--- src/rtl/fifo_stream_reader_pkg.sv ---
// fifo_stream_reader_pkg: shared occupancy encoding and data word type
package fifo_stream_reader_pkg;
  localparam int DWIDTH = 16;
  localparam logic [1:0] OCC_EMPTY = 2'd0;
  localparam logic [1:0] OCC_ONE   = 2'd1;
  localparam logic [1:0] OCC_TWO   = 2'd2;
  typedef logic [DWIDTH-1:0] word_t;
endpackage

--- src/rtl/fifo_stream_reader_skid_buffer_2.sv ---
// skid_buffer_2: 2-entry valid/ready register stage with registered push permit
module skid_buffer_2
  import fifo_stream_reader_pkg::*;
#(
  parameter int W = 16
) (
  input  logic         clk,
  input  logic         rst,
  input  logic         clr_i,
  input  logic         push_i,
  input  logic [W-1:0] data_i,
  input  logic         ready_i,
  output logic [W-1:0] data_o,
  output logic         valid_o,
  output logic [1:0]   occ_o,
  output logic         permit_o
);
  logic [1:0]   occ_q, occ_d;
  logic [W-1:0] out_q, out_d, skd_q, skd_d;
  logic         valid_q, permit_q, pop, psh;
  // next state: OUT is the older entry, SKD only fills when OUT is held
  always_comb begin
    pop   = valid_q & ready_i;
    psh   = push_i & permit_q;
    occ_d = clr_i ? OCC_EMPTY : occ_q + {1'b0, psh} - {1'b0, pop};
    out_d = (psh & (occ_q == OCC_EMPTY | (occ_q == OCC_ONE & pop))) ? data_i :
            (pop & occ_q == OCC_TWO) ? skd_q : out_q;
    skd_d = (psh & occ_q == OCC_ONE & ~pop) ? data_i : skd_q;
  end
  // storage plus valid/permit flags registered from the next occupancy
  always_ff @(posedge clk or negedge rst) begin
    if (!rst) begin
      occ_q    <= OCC_EMPTY;
      out_q    <= '0;
      skd_q    <= '0;
      valid_q  <= 1'b0;
      permit_q <= 1'b1;
    end else begin
      occ_q    <= occ_d;
      out_q    <= out_d;
      skd_q    <= skd_d;
      valid_q  <= occ_d != OCC_EMPTY;
      permit_q <= occ_d != OCC_TWO;
    end
  end
  assign data_o   = out_q;
  assign valid_o  = valid_q;
  assign occ_o    = occ_q;
  assign permit_o = permit_q;
endmodule

--- src/rtl/fifo_stream_reader.sv ---
// fifo_stream_reader: show-ahead FIFO to registered valid/ready stream with flush and item counter
module fifo_stream_reader
  import fifo_stream_reader_pkg::*;
#(
  parameter int DWIDTH    = fifo_stream_reader_pkg::DWIDTH,
  parameter int CNT_WIDTH = 32
) (
  input  logic                 clk,
  input  logic                 rst,
  input  logic [DWIDTH-1:0]    fifo_dout,
  input  logic                 fifo_empty,
  output logic                 fifo_rd_en,
  input  logic                 flush,
  output logic [DWIDTH-1:0]    m_data,
  output logic                 m_valid,
  input  logic                 m_ready,
  output logic [1:0]           occupancy,
  output logic [CNT_WIDTH-1:0] fwd_count
);
  logic                 permit;
  logic [CNT_WIDTH-1:0] fwd_q;
  // flush pops unconditionally to drain; otherwise only the registered permit gates the pop
  assign fifo_rd_en = rst & ~fifo_empty & (flush | permit);
  skid_buffer_2 #(.W(DWIDTH)) u_skid (
    .clk      (clk),
    .rst      (rst),
    .clr_i    (flush),
    .push_i   (fifo_rd_en & ~flush),
    .data_i   (fifo_dout),
    .ready_i  (m_ready),
    .data_o   (m_data),
    .valid_o  (m_valid),
    .occ_o    (occupancy),
    .permit_o (permit)
  );
  // count every completed handshake, including those during flush
  always_ff @(posedge clk or negedge rst) begin
    if (!rst) fwd_q <= '0;
    else if (m_valid & m_ready) fwd_q <= fwd_q + CNT_WIDTH'(1);
  end
  assign fwd_count = fwd_q;
endmodule

--- config.mk ---
export PLATFORM = sky130hd
export DESIGN_NAME = fifo_stream_reader
export DESIGN_NICKNAME = d
export VERILOG_FILES = /design/src/rtl/fifo_stream_reader_pkg.sv /design/src/rtl/fifo_stream_reader_skid_buffer_2.sv /design/src/rtl/fifo_stream_reader.sv
export SDC_FILE = /design/constraint.sdc
export NUM_CORES = 1
export LEC_CHECK = 0
export BUFFER_PORTS_ARGS = -buffer_cell sky130_fd_sc_hd__buf_2
export CORE_MARGIN = 2
export CORE_UTILIZATION = 40
export CTS_BUF_LIST = sky130_fd_sc_hd__clkbuf_16
export DETAILED_ROUTE_END_ITERATION = 12
export GPL_ROUTABILITY_DRIVEN = 0
export PLACE_DENSITY = 0.68
export REMOVE_ABC_BUFFERS = 1
export SLEW_MARGIN = 25
export SYNTH_ARGS = -nofsm -noshare
export SYNTH_HDL_FRONTEND = slang
export SYNTH_SLANG_ARGS = --single-unit
--- constraint.sdc ---
create_clock -name clk -period 5 [get_ports clk]
set_input_delay 1 -clock clk [delete_from_list [all_inputs] [get_ports clk]]
set_output_delay 1 -clock clk [all_outputs]
set_load 0.02 [all_outputs]
==> results by group, run 1 <==
Placement
  • Port buffer count: slightly above 70
  • Dpl ws: between 1.5 and 2 ns
  • Final HPWL from detailed placement: approximately 4300 um

Route
  • DRT Wirelength: roughly 6000 um
  • Drt wl/cell: about 15 um
  • Vias per cell: between 5 and 6
  • DR pass1 iterations: 4
  • DRC violations left: 0
  • ANT nets after route: 0
  • Via Count: roughly 2100
  • DRT iter0 DRCs: 91

Timing
  • Clk_skew: around 0.0084 ns
  • RSZ-0062 raised after global routing: false
  • Max Fclk: ~340 MHz
  • Final period util: about three fifths
  • Final setup fails: 0
  • Slew Viols, Final: 0
  • Worst-Margin Slew: around 0.77 ns
  • Setup WS post-layout: approximately 2.1 ns
  • Fin. Hold Viols: 0
  • Slew HR: 48.3%
  • Fin crit period: 2.94 ns
  • Setup TNS: 0 ns

Clock tree
  • Clock buffers created by TritonCTS: 9
  • PostCTS Resize Cnt: 0
  • Clock Latency Late Sink: between 0.3 and 0.4 ns
  • CTS Root Buffer Type: clkbuf_16
  • Post-CTS Repair Setup Buffers: 0
  • CTS Buffer Depth: 2
  • CTS Sinks: 68
  • CTS tree: built
  • H-tree Lvls: 3
  • # hold bufs at CTS: 0
  • CTS clk-pin slew, worst paths: approximately 0.06 ns

Global route
  • Global Route Usage Sum: ~16%
  • GR Layer Usage met1: 20.1%
  • GR Overflow Total: 0
  • First-pass GRT wire length: approximately 10000 um
  • GRT met3 Usage: 4.17%
  • Antenna violations before repair: 0
  • Vias in the first global route: approximately 2200
  • Top Usage Layer GRT: met2
  • Largest net degree at the start of global routing: 43
  • Global Route met2 Usage: around a quarter

Worst setup path
  • R2R depth: 4
  • CP Class: input pin to primary output
  • Worst Path Arrival: 1.94 ns
  • CP Launch Type: input pin
  • RR Startpoint: u_skid.permit_o$_DFF_PN1_
  • Data required, critical path: around 4.0 ns
  • CP Max Fanout: 29
  • Cell family with most CP delay: buffers and inverters
  • CP max stage delay: 0.50 ns
  • R2R Path End: u_skid.data_o[9]$_DFFE_PN0P_
  • Max stage delay cell, worst path: buf_2
  • R2R Setup Slk: approximately 2.9 ns
  • Critical path capture point type: primary output
  • Worst path buffer plus inverter count: 2
  • Worst path cell trace: buf_2 > nor3b_1 > buf_2
  • Cell mode on critical path: buf_2

Synthesis
  • Post-synth top area share: between 50% and 60%
  • Most frequent cells after synthesis: dfrtp_1, xnor2_1, mux2_2
  • Synth async-reset ratio: between 90% and 100%
  • Yosys cell types: 34
  • Count leader, synth: dfrtp_1
  • Syn Inst Count: between 200 and 250
  • Yosys top cell by area: dfrtp_1
  • Synth Cell Area: between 0.003 and 0.004 mm2
  • Yosys reg bits: 68
  • Top_reg_cell synth: dfrtp_1
  • Number of synthesized flops with an enable pin: 0
  • Yosys warnings: 0
  • Main area contributors after synthesis: dfrtp_1, xnor2_1, mux2_2
  • Post-synthesis sequential area ratio: between 50% and 60%
  • Synth Area per Inst: between 10 and 15 um2

Floorplanning
  • DIE AREA: slightly above 0.008 mm2
  • Row count: 31
  • Ports: 73
  • Die width: between 90 and 100 um
  • Die Y: slightly above 90 um
  • Starting density of the core: between 40% and 50%
  • Core Box Area: 0.00725 mm2

Finish
  • Layout Nets: roughly 340
  • Ant diodes: 0
  • Area of the multi-input gates: between 0.001 and 0.0015 mm2
  • Reg area: 0.00170 mm2
  • Share of layout cells above drive strength 1: a little over a third
  • P&R area growth vs syn: 25.4%
  • Filler cells: 640

Outcome
  • Status: completed

Worst hold path
  • Worst min-delay path category: flop to flop
  • Hold_sp: fwd_count[31]$_DFFE_PN0P_
  • Hold endpoint: fwd_count[31]$_DFFE_PN0P_
  • WHS Path Cells: 1

Power and ir drop
  • Tot Pwr: ~0.0019 W
  • PD cells: 505 mW/mm2
  • LEAKAGE: 1.98 nW
  • VDD IR-drop max: 244 uV

Flow run
  • Maxcap violations: 0
## placed cells by master (no fill, tap or decap), types with 8 or more instances in the layout
cell type	count
nand3_1	11
xor2_1	10
nand2_1	10
clkbuf_16	9
inv_1	8
a22o_1	16
a21o_1	16
dfrtp_1	67
xnor2_1	23
buf_2	72
mux2_2	17
## worst max path at each step
stage / from / to / slack (ns) / depth (start not counted)
3_3_place_gp: rst / u_skid.skd_q[9]$_DFFE_PN0P_ / 1.83 / 4
5_1_grt: rst / fifo_rd_en / 1.89 / 3
3_5_place_dp: rst / u_skid.data_o[13]$_DFFE_PN0P_ / 1.79 / 5
4_1_cts: rst / fifo_rd_en / 2.01 / 3
2_1_floorplan: flush / fifo_rd_en / 2.45 / 2
6_report: rst / fifo_rd_en / 2.06 / 3
## stage by stage
stage          utilization [%]  hold slack, ns  std cells  cell area (um2)
6_report                  51.9           0.464        415             3760
5_1_grt                   51.9           0.481        415             3760
4_1_cts                   51.8           0.470        414             3750
3_5_place_dp              47.5           0.460        398             3450
3_3_place_gp              47.5           0.453        398             3450
2_1_floorplan                -           0.482        226             2950
## final cells by class
cell class,instances,share of cell area (%)
multi-input combinational,151,32.6
timing repair buffer,74,9.98
clock buffer,9,5.99
inverter,7,0.699
clock inverter,7,2.20
tap,99,3.29
sequential,68,45.3
## report_power, final
group | internal (W) | leakage (nW) | switching (W)
Clock | 0.000429 | 0.149 | 0.000220
Sequential | 0.000705 | 0.886 | 0.000101
Combinational | 0.000197 | 0.947 | 0.000247
Total | 0.00133 | 1.98 | 0.000569
## registers in the layout, indices dropped and copies added (netlist names)
signal,flops
u_skid.permit_o,1
u_skid.valid_o,1
u_skid.skd_q,16
fwd_count,32
u_skid.occ_o,2
u_skid.data_o,16
## per-layer routing
layer  wire length, um  share of wire (%)
met1              2680                 44
met2              3070                 51
met3               226                3.7
met4                72                1.2
met5                 0                  0
## kinds of logic after synthesis
family | count (synthesis) | synth area share [%]
DFF | 68 | 56.8
and+or+nand+nor | 64 | 14.1
buffers and inverters | 15 | 2.42
AOI/OAI and AO/OA | 34 | 9.51
xor gates and xnor gates | 33 | 9.63
muxes | 17 | 6.38
adders and majority gates | 3 | 1.25
Note: power is estimated with default switching activity, not from simulation.
==> run 2, diff against run 1 <==
Settings changed: ABC_AREA set to 1, PLACE_DENSITY 0.68 to 0.67.
Clock period 5 ns to 2.85 ns, I/O delays scaled along.
==> run 2 against run 1 <==
Compared with the run above: die area grew 11%; combinational power up 93%; core utilization fell by 1.9 points; sequential power is 77% higher; worst hold slack improved by 0.015 ns; final area rose by 8.0%; worst setup slack worse by 1.2 ns; clock skew is 0.0048 ns lower; cell count up 33%.
==> results by group, run 2 <==
Placement
  • Port buffer count: 72 (unchanged)
  • Dpl ws: 0.888 ns (-0.898 ns)
  • Final HPWL from detailed placement: 5090 um (+20%)

Power and ir drop
  • Int Pwr: 0.00220 W (+65%)
  • Psw: 0.00114 W (+100%)
  • LEAKAGE: 2.05 nW (+3.5%)
  • PD cells: 824 mW/mm2 (+63%)
  • Power share of the sequential group: 42.8% (+0.4 points)
  • VDD IR-drop max: 571 uV (+130%)
  • Sw Ratio: 34.2% (+4.2 points)
  • Clock share of power: 31.6% (-2.6 points)
  • Combinational share of power: 25.6% (+2.2 points)

Timing
  • Setup WS post-layout: 0.835 ns (-1.22 ns)
  • Max Fclk: 496 MHz
  • Final setup fails: 0 (unchanged)
  • Worst-Margin Slew: 0.859 ns (+0.0883 ns)
  • Setup TNS: 0 ns (unchanged)
  • Clk_skew: 0.00363 ns (-0.00477 ns)
  • Slew Viols, Final: 0 (unchanged)
  • Fin crit period: 2.02 ns
  • RSZ-0062 raised after global routing: false
  • Fin. Hold Viols: 0 (unchanged)
  • Final period util: between 70% and 80%
  • Slew HR: 42.8% (-5.5 points)

Flow run
  • Maxcap violations: 0 (unchanged)

Synthesis
  • Syn Inst Count: 372 (+59%)
  • Post-synthesis simple-gate area fraction: 27.9% (+14 points)
  • Post-synth top area share: 50.3% (-5.6 points)
  • Yosys reg bits: 68 (unchanged)
  • Count leader, synth: nand2_1
  • Yosys top cell by area: dfrtp_1
  • Main area contributors after synthesis: dfrtp_1, nand2_1, inv_1
  • Largest family of logic cells by synthesized area: simple AND/OR/NAND/NOR gates
  • Post-synthesis sequential area ratio: 51.1% (-5.7 points)
  • Synth Area per Inst: 8.97 um2 (-30%)
  • Synth Cell Area: 0.00334 mm2 (+11%)
  • Synth Area in Adders: 1.13% (-0.13 points)
  • Number of synthesized flops with an enable pin: 0 (unchanged)
  • Most frequent cells after synthesis: nand2_1, dfrtp_1, inv_1
  • Yosys cell types: 27 (-21%)
  • Synth async-reset ratio: 100% (unchanged)
  • Synth Area in Compound Gates: 6.64% (-2.9 points)
  • Top_reg_cell synth: dfrtp_1
  • Xor and xnor area share after synthesis: 5.78% (-3.9 points)
  • Yosys warnings: 0 (unchanged)
  • Mux cell area share after synthesis: 0% (-6.4 points)

Outcome
  • Status: completed

Finish
  • Ant diodes: 0 (unchanged)
  • Share of layout cells above drive strength 1: 26.5% (-8.9 points)
  • Commonest non-fill, non-tap cells in the layout: nand2_1, buf_2, dfrtp_1, inv_1, nand3_1
  • Layout Nets: 469 (+40%)
  • Most common cell after layout, fill and taps aside: nand2_1
  • P&R area growth vs syn: 21.8%
  • Max reg flops: 32 (unchanged)

Clock tree
  • CTS Buffer Depth: 2 (unchanged)
  • H-tree Lvls: 3 (unchanged)
  • CTS Root Buffer Type: clkbuf_16
  • CTS Sinks: 68 (unchanged)
  • CTS clk-pin slew, worst paths: 0.05 ns (about the same)
  • CTS tree: built
  • # hold bufs at CTS: 0 (unchanged)
  • Post-CTS Repair Setup Buffers: 0 (unchanged)
  • Clock Latency Late Sink: 0.32 ns (about the same)
  • PostCTS Resize Cnt: 0 (unchanged)
  • Clock buffers created by TritonCTS: 9 (unchanged)

Route
  • DRT Wirelength: 7450 um (+23%)
  • DRC violations left: 0 (unchanged)
  • DRT iter0 DRCs: 130 (+43%)
  • Drt wl/cell: 13.5 um (-7.7%)
  • DR pass1 iterations: 5 (+1)
  • ANT nets after route: 0 (unchanged)
  • Via Count: 2723 (+31%)
  • Vias per cell: 4.92 (-1.9%)

Worst setup path
  • Worst path cell trace: buf_2
  • CP Max Fanout: 21 (-28%)
  • Worst Path Arrival: 1.45 ns (-0.49 ns)
  • Max stage delay cell, worst path: dfrtp_1
  • Cell family with most CP delay: flip-flops
  • Critical path capture point type: primary output
  • CP Launch Type: flop
  • Worst path buffer plus inverter count: 1 (-1)
  • CP Class: flop to primary output
  • Data required, critical path: 2.28 ns (-1.72 ns)
  • CP max stage delay: 0.82 ns (+0.32 ns)

Floorplanning
  • Ports: 73 (unchanged)
  • Core Box Area: 0.00813 mm2 (+12%)
  • Row count: 33 (+6.5%)
  • DIE AREA: 0.00909 mm2 (+11%)
  • Die width: 95.3 um (+5.2%)
  • Starting density of the core: 41.0% (-0.36 points)
  • Die Y: 95.3 um (+5.2%)

Worst hold path
  • Worst min-delay path category: input pin to flop

Global route
  • Global Route Usage Sum: 18.0% (+2.2 points)
  • First-pass GRT wire length: 12600 um (+23%)
  • Antenna violations before repair: 0 (unchanged)
  • Vias in the first global route: 2725 (+27%)
  • Largest net degree at the start of global routing: 69 (+60%)
  • GR Overflow Total: 0 (unchanged)
## run 2: cell types whose count changed after synthesis, moves of 12 or more
cell / change
a21o_1: -16
a22o_1: -16
inv_1: +42
mux2_2: -17
nand2_1: +65
nand3_1: +19
nand4_1: +17
nor2_1: +12
o211ai_1: +16
o21ai_1: +16
xnor2_1: -15
## run 2: per-stage QoR
| step | total power (W) | util, % | hold slack, ns | instance area, um2 | std cells |
|---|---|---|---|---|---|
| floorplan | 0.00197 | - | 0.274 | 3270 | 360 |
| global placement | 0.00228 | 46.5 | 0.471 | 3780 | 539 |
| detailed placement | 0.00231 | 46.5 | 0.478 | 3780 | 539 |
| CTS | 0.00339 | 49.9 | 0.466 | 4060 | 554 |
| global route | 0.00355 | 49.9 | 0.487 | 4060 | 554 |
| finish | 0.00335 | 49.9 | 0.480 | 4060 | 554 |
## run 2: kinds of logic (layout without fill, tap and decap cells)
group           after synthesis  in the layout
simple gates                181            181
flops                        68             68
buf+inv                      62            139
compound gates               36             36
xor+xnor                     22             22
fa+ha+maj                     3              3
## run 2: routing by layer
layer / share of wire, % / vias to the layer above / global-route usage (%)
met1: 44 / 1271 / 22.8
met2: 49 / 83 / 29.8
met4: 0.72 / 0 / 3.99
li1: - / 1363 / -
met3: 6.8 / 6 / 6.09
met5: 0 / - / 0
## run 2: power groups by stage
stage	Clock [W]	Combinational, W	Sequential (W)
floorplan	0	0.000375	0.00160
global placement	0	0.000844	0.00144
detailed placement	0	0.000864	0.00144
CTS	0.00108	0.000872	0.00143
global route	0.00112	0.000959	0.00147
finish	0.00106	0.000857	0.00143
## run 2: worst paths after layout
kind / depth (start not counted) / startpoint / end / slack [ns]
worst min register to register: 2 / fwd_count[31]$_DFFE_PN0P_ / fwd_count[31]$_DFFE_PN0P_ / 0.48
worst max-delay path: 1 / u_skid.occ_o[1]$_DFF_PN0_ / occupancy[1] / 0.83
worst max register to register: 4 / u_skid.occ_o[1]$_DFF_PN0_ / u_skid.skd_q[2]$_DFFE_PN0P_ / 1.00
max in group asynchronous: 2 / rst / u_skid.data_o[12]$_DFFE_PN0P_ / 1.80
min in group asynchronous: 2 / rst / fwd_count[8]$_DFFE_PN0P_ / 0.49
worst min-delay path: 2 / flush / u_skid.occ_o[0]$_DFF_PN0_ / 0.48
## run 2: area by class of cell
type,instances,area [um2]
Fill cell,776,4070
Timing Repair Buffer,74,375
Tap cell,105,131
Sequential cell,68,1700
Inverter,50,188
Multi-Input combinational cell,242,1380
Clock buffer,9,225
Clock inverter,6,56.3
